### src/rtl/fetch_unit.sv
// fetch_unit: program counter and IF/ID pipeline register for the 16-bit CPU.
// It drives the instruction-memory address and captures the returned fields
// into IF/ID. It also handles stall, redirect, end-of-memory halt and
// bad-target errors.
//
// Ports:
//   clk, rst_n            clock, asynchronous active-low reset
//   stall                 freeze PC and IF/ID
//   redirect_valid/target take a branch or jump to target
//   op, rs, rt, rd, imm   instruction fields for iaddr (combinational memory)
//   iaddr                 instruction address (PC register)
//   ins_mem_rw            memory read select, tied to read (0)
//   id_valid, id_pc, id_pc_plus2, id_op..id_imm   IF/ID register
//   halted, err           HALT state flag, sticky bad-redirect flag
//   fetch_count           saturating count of captured instructions
module fetch_unit #(
  parameter int unsigned ADDR_W    = 16,
  parameter int unsigned MEM_BYTES = 64,
  parameter int unsigned RESET_PC  = 0
) (
  input  logic              clk,
  input  logic              rst_n,
  input  logic              stall,
  input  logic              redirect_valid,
  input  logic [ADDR_W-1:0] redirect_target,
  input  logic [3:0]        op,
  input  logic [3:0]        rs,
  input  logic [3:0]        rt,
  input  logic [3:0]        rd,
  input  logic [3:0]        imm,
  output logic [ADDR_W-1:0] iaddr,
  output logic              ins_mem_rw,
  output logic              id_valid,
  output logic [ADDR_W-1:0] id_pc,
  output logic [ADDR_W-1:0] id_pc_plus2,
  output logic [3:0]        id_op,
  output logic [3:0]        id_rs,
  output logic [3:0]        id_rt,
  output logic [3:0]        id_rd,
  output logic [3:0]        id_imm,
  output logic              halted,
  output logic              err,
  output logic [15:0]       fetch_count
);

  localparam int unsigned FIELD_W = 4;
  localparam int unsigned CNT_W   = 16;
  localparam logic [CNT_W-1:0] CNT_MAX = '1;

  typedef enum logic [1:0] {
    BOOT = 2'd0,
    RUN  = 2'd1,
    HALT = 2'd2
  } state_t;

  state_t               state_q, state_d;
  logic [ADDR_W-1:0]    pc_q, pc_d;
  logic                 id_valid_q, id_valid_d;
  logic [ADDR_W-1:0]    id_pc_q, id_pc_d;
  logic [ADDR_W-1:0]    id_pc2_q, id_pc2_d;
  logic [FIELD_W-1:0]   id_op_q, id_op_d, id_rs_q, id_rs_d, id_rt_q, id_rt_d;
  logic [FIELD_W-1:0]   id_rd_q, id_rd_d, id_imm_q, id_imm_d;
  logic                 halted_q, halted_d;
  logic                 err_q, err_d;
  logic [CNT_W-1:0]     cnt_q, cnt_d;

  logic [ADDR_W-1:0]    pc_plus2_c;
  logic                 bad_target_c;
  logic                 pc_last_c;

  // Address arithmetic and target checks; comparisons are widened to 32 bits
  // so MEM_BYTES never has to fit in ADDR_W.
  always_comb begin
    pc_plus2_c   = pc_q + ADDR_W'(2);
    bad_target_c = redirect_target[0] | (32'(redirect_target) >= MEM_BYTES);
    pc_last_c    = (32'(pc_plus2_c) >= MEM_BYTES);
  end

  // Next-state and next-output logic; every register holds by default.
  always_comb begin
    state_d    = state_q;
    pc_d       = pc_q;
    id_valid_d = id_valid_q;
    id_pc_d    = id_pc_q;
    id_pc2_d   = id_pc2_q;
    id_op_d    = id_op_q;
    id_rs_d    = id_rs_q;
    id_rt_d    = id_rt_q;
    id_rd_d    = id_rd_q;
    id_imm_d   = id_imm_q;
    err_d      = err_q;
    cnt_d      = cnt_q;

    unique case (state_q)
      BOOT: begin
        state_d = RUN;
      end
      RUN: begin
        if (redirect_valid && bad_target_c) begin
          err_d      = 1'b1;
          state_d    = HALT;
          id_valid_d = 1'b0;
        end else if (redirect_valid) begin
          pc_d       = redirect_target;
          id_valid_d = 1'b0;
        end else if (!stall) begin
          id_valid_d = 1'b1;
          id_pc_d    = pc_q;
          id_pc2_d   = pc_plus2_c;
          id_op_d    = op;
          id_rs_d    = rs;
          id_rt_d    = rt;
          id_rd_d    = rd;
          id_imm_d   = imm;
          if (cnt_q != CNT_MAX) cnt_d = cnt_q + CNT_W'(1);
          // The last word is still delivered; the PC parks on it.
          if (pc_last_c) state_d = HALT;
          else           pc_d    = pc_plus2_c;
        end
      end
      HALT: begin
        if (redirect_valid && !err_q && !bad_target_c) begin
          pc_d       = redirect_target;
          state_d    = RUN;
          id_valid_d = 1'b0;
        end else if (redirect_valid && !err_q) begin
          err_d      = 1'b1;
          id_valid_d = 1'b0;
        end else if (!stall) begin
          id_valid_d = 1'b0;
        end
      end
      default: begin
        state_d = BOOT;
      end
    endcase

    halted_d = (state_d == HALT);
  end

  // State and output registers.
  always_ff @(posedge clk or negedge rst_n) begin
    if (!rst_n) begin
      state_q    <= BOOT;
      pc_q       <= ADDR_W'(RESET_PC);
      id_valid_q <= 1'b0;
      id_pc_q    <= '0;
      id_pc2_q   <= '0;
      id_op_q    <= '0;
      id_rs_q    <= '0;
      id_rt_q    <= '0;
      id_rd_q    <= '0;
      id_imm_q   <= '0;
      halted_q   <= 1'b0;
      err_q      <= 1'b0;
      cnt_q      <= '0;
    end else begin
      state_q    <= state_d;
      pc_q       <= pc_d;
      id_valid_q <= id_valid_d;
      id_pc_q    <= id_pc_d;
      id_pc2_q   <= id_pc2_d;
      id_op_q    <= id_op_d;
      id_rs_q    <= id_rs_d;
      id_rt_q    <= id_rt_d;
      id_rd_q    <= id_rd_d;
      id_imm_q   <= id_imm_d;
      halted_q   <= halted_d;
      err_q      <= err_d;
      cnt_q      <= cnt_d;
    end
  end

  assign iaddr       = pc_q;
  assign ins_mem_rw  = 1'b0;
  assign id_valid    = id_valid_q;
  assign id_pc       = id_pc_q;
  assign id_pc_plus2 = id_pc2_q;
  assign id_op       = id_op_q;
  assign id_rs       = id_rs_q;
  assign id_rt       = id_rt_q;
  assign id_rd       = id_rd_q;
  assign id_imm      = id_imm_q;
  assign halted      = halted_q;
  assign err         = err_q;
  assign fetch_count = cnt_q;

endmodule

### config.mk
export PLATFORM = sky130hd
export DESIGN_NAME = fetch_unit
export DESIGN_NICKNAME = d
export VERILOG_FILES = /design/src/rtl/fetch_unit.sv
export SDC_FILE = /design/constraint.sdc
export NUM_CORES = 1
export LEC_CHECK = 0
export ABC_CLOCK_PERIOD_IN_PS = 2990
export BUFFER_PORTS_ARGS = -buffer_cell sky130_fd_sc_hd__buf_2
export CAP_MARGIN = 10
export CORE_MARGIN = 2
export CORE_UTILIZATION = 53
export CTS_BUF_LIST = sky130_fd_sc_hd__clkbuf_4
export DETAILED_ROUTE_END_ITERATION = 6
export PLACE_DENSITY = 0.87
export SETUP_SLACK_MARGIN = 0.3
export SYNTH_ARGS = -nofsm -noshare
export SYNTH_HDL_FRONTEND = slang
export SYNTH_SLANG_ARGS = --single-unit
export TNS_END_PERCENT = 20
### constraint.sdc
create_clock -name clk -period 2.99 [get_ports clk]
set_input_delay 0.299 -clock clk [delete_from_list [all_inputs] [get_ports clk]]
set_output_delay 0.299 -clock clk [all_outputs]
set_load 0.02 [all_outputs]
==> key figures <==
Status
  – Status: finished clean

Routing
  – Vias/cell: 5.43
  – Antenna Nets Post-Route: 0
  – Pre-antenna DRT Iters: 4
  – DRC Markers: 0
  – DR iter-0 viols: 190
  – Post-DR wirelength/cell: 15.3 µm
  – Post-Route WL: 9050 µm
  – Total number of vias: 3211

Global routing
  – GRT Residual Overflow: 0
  – Initial antenna violation count: 0
  – First-pass GRT wire length: 14600 µm
  – Global-route usage over all layers: 21.3%
  – Largest net degree at the start of global routing: 89
  – Vias in the first global route: 3087

Power and ir drop
  – Pwr Total: 4.04 mW
  – Sw frac: 39.5%
  – Maximum VDD drop: 0.000532 V
  – Sequential power share: 43.5%
  – Pleak: 2.48 nW
  – Power Density: 801 nW/µm²
  – Internal power: 2.44 mW
  – Net switching power: 1.60 mW
  – Combinational share of power: 39.3%
  – Clock power share: 17.2%

Floorplanning
  – IO Pins: 128
  – Die height: 93.1 µm
  – Initial Util: 54.5%
  – Die footprint: 8680 µm²
  – Rows: 32
  – CORE AREA: 7730 µm²
  – Die X: 93.1 µm

Clock network
  – Clk pin slew, worst setup/hold paths: 150 ps
  – Clk buf depth: 2
  – CTS buffer count: 9
  – CTS Hold Bufs: 0
  – CTS Root Cell: clkbuf_4
  – Clk_lat worst skew: 430 ps
  – Clk sink count: 88
  – H-tree levels: 3
  – TritonCTS clock tree: built

Final layout
  – Area of the multi-input gates: 1870 µm²
  – Nets@finish: 530
  – Ratio of cells with drive above 1 in the final layout: 42.1%
  – Fillers: 656
  – Commonest non-fill, non-tap cell in the layout: buf_2
  – Ant diodes: 0
  – Register Area: 2200 µm²
  – Area grow syn2layout: 19.9%
  – Commonest non-fill, non-tap cells in the layout: buf_2 (125), dfrtp_1 (86), mux2_2 (39), nand2_1 (24), nor2_1 (23)

Timing
  – Tcrit/Tclk final: 85.3%
  – RSZ-0062 raised after global routing: no
  – Headroom to the max-slew limit: 28.7%
  – # setup viols final: 0
  – Tmin final: 2550 ps
  – Worst Tran Pin Value: 1070 ps
  – Slew Limit Fails: 0
  – FMAX: 392 MHz
  – Setup_tns: 0 ps
  – Clock skew: 20.2 ps
  – Hold Fails Final Rpt: 0

Synthesis
  – Yosys warns: 0
  – Post-synthesis adder-cell area fraction: 1.78%
  – Post-Syn Area: 4210 µm²
  – Post-synthesis xor/xnor area fraction: 6.24%
  – Synth async-reset ratio: 100%
  – Post-synth cell types: 57
  – Sequential element share of the synthesized area: 52.3%
  – Post-synthesis compound-gate area fraction: 8.53%
  – Synth Register Bits: 88
  – Largest family of logic cells by synthesized area: simple AND/OR/NAND/NOR gates
  – Simple-gate area share of the yosys netlist: 15.9%
  – Syn nets: 412
  – Synth Instances: 366
  – Number of flops mapped to enable cells by yosys: 0
  – Mean Syn Cell Area: 11.5 µm²
  – Primary FF master, synth: dfrtp_1
  – Multiplexer area fraction after synthesis: 11.5%

Place
  – PortBufs: 126
  – GPL Wtd Cong: 0.836
  – DP HPWL: 6580 µm

Flow run
  – Max-cap violations: 0

Worst setup path
  – Kind of critical path: reg2reg
  – Crit-path max FO: 13
  – Crit path DAT: 2880 ps
  – R2R Path Start: iaddr[1]
  – Data required, critical path: 3320 ps
  – Endpoint class of the critical path: flip-flop
  – Critical path startpoint: iaddr[1]
  – Worst setup SP type: flip-flop

Min path
  – Hold Crit Class: in2async
-- per-layer routing --
| metal | global-route usage, % | part of all wire, % | up-vias |
|---|---|---|---|
| met2 | 34.5 | 50 | 106 |
| met4 | 8.21 | 1.6 | 0 |
| met3 | 5.08 | 6.7 | 18 |
| met1 | 27.8 | 42 | 1568 |
| li1 | - | - | 1519 |
| met5 | 0 | 0 | - |
-- sequential cells by signal (all words and copies together), names as in the netlist --
signal and count:
id_rt 4, err 1, id_imm 4, iaddr 16, id_pc 16, state_q 2, id_op 4, id_rd 4
id_pc_plus2 15, fetch_count 16, halted 1, id_rs 4, id_valid 1
-- worst max-delay path, stage by stage, from the launching register on --
cell	delay [ps]
dfrtp_2	460
ha_2	250
nand4_1	240
nor4_2	370
xnor2_1	230
nand2b_2	180
o31a_4	420
mux2_4	310
-- cells in the mapped netlist, types with 3 or more instances --
master | number | area, µm²
dfrtp_1 | 88 | 2200
mux2_2 | 39 | 439
nand2_1 | 24 | 90.1
nor2_1 | 24 | 90.1
a21oi_1 | 18 | 90.1
xnor2_1 | 16 | 140
xor2_1 | 14 | 123
nand3_1 | 12 | 60.1
and2_1 | 11 | 68.8
nor3_1 | 9 | 45.0
buf_4 | 7 | 52.6
nand4_1 | 7 | 43.8
o21ai_0 | 7 | 35.0
ha_1 | 6 | 75.1
inv_1 | 6 | 22.5
nor2b_1 | 6 | 37.5
buf_2 | 5 | 25.0
clkbuf_1 | 5 | 18.8
and4_1 | 4 | 35.0
buf_1 | 4 | 15.0
and3_1 | 3 | 18.8
mux2i_1 | 3 | 30.0
nor4_1 | 3 | 18.8
nor4_2 | 3 | 37.5
-- kinds of logic (layout without fill, tap and decap cells) --
| family | after synthesis | after routing |
|---|---|---|
| simple gates | 120 | 120 |
| flops | 88 | 88 |
| compound gates | 49 | 49 |
| mux | 43 | 43 |
| xor+xnor | 30 | 30 |
| buf+inv | 29 | 152 |
| fa+ha+maj | 6 | 6 |
| other cells | 1 | 1 |
-- timing repair --
action                     4_1_cts  5_1_grt
resized for setup                0        5
setup endpoints to repair        0       14
buffers inserted                 0        1
hold endpoints to repair         0        0
-- worst paths after layout --
kind | to | slack [ps] | depth (start not counted)
worst max-delay path | iaddr[2] | 440 | 7
worst min-delay path | id_op[0] | 20 | 1
worst max register to register | iaddr[2] | 440 | 7
worst min register to register | fetch_count[8] | 500 | 1
max in group asynchronous | iaddr[2] | 2220 | 1
min in group clk | id_imm[0] | 90 | 2
-- through the flow --
step	util (%)	worst slack, ps	hold WS, ps	instances	cell area, µm²
after global placement	63.2	397	462	574	4880
final	65.3	441	21.8	591	5050
after CTS	65.1	310	66.9	590	5030
after detailed placement	63.2	331	475	574	4880
after floorplan	-	478	3.41	366	4210
after global routing	65.3	313	62.8	591	5050
-- power by group through the flow --
stage                     clock network, mW  registers (mW)  logic [mW]
after floorplan                           0            2.16       0.686
after global placement                    0            1.75        1.55
after detailed placement                  0            1.79        1.60
after CTS                             0.720            1.76        1.61
after global routing                  0.763            1.80        1.72
final                                 0.697            1.76        1.59
-- cell type report --
type,instances,area share [%]
Clock inverter,7,1.56
Multi-Input combinational cell,249,37.1
Clock buffer,9,1.34
Tap cell,102,2.53
Timing Repair Buffer,130,13.4
Inverter,6,0.446
Sequential cell,88,43.7
(Power assumes the default switching activity.)
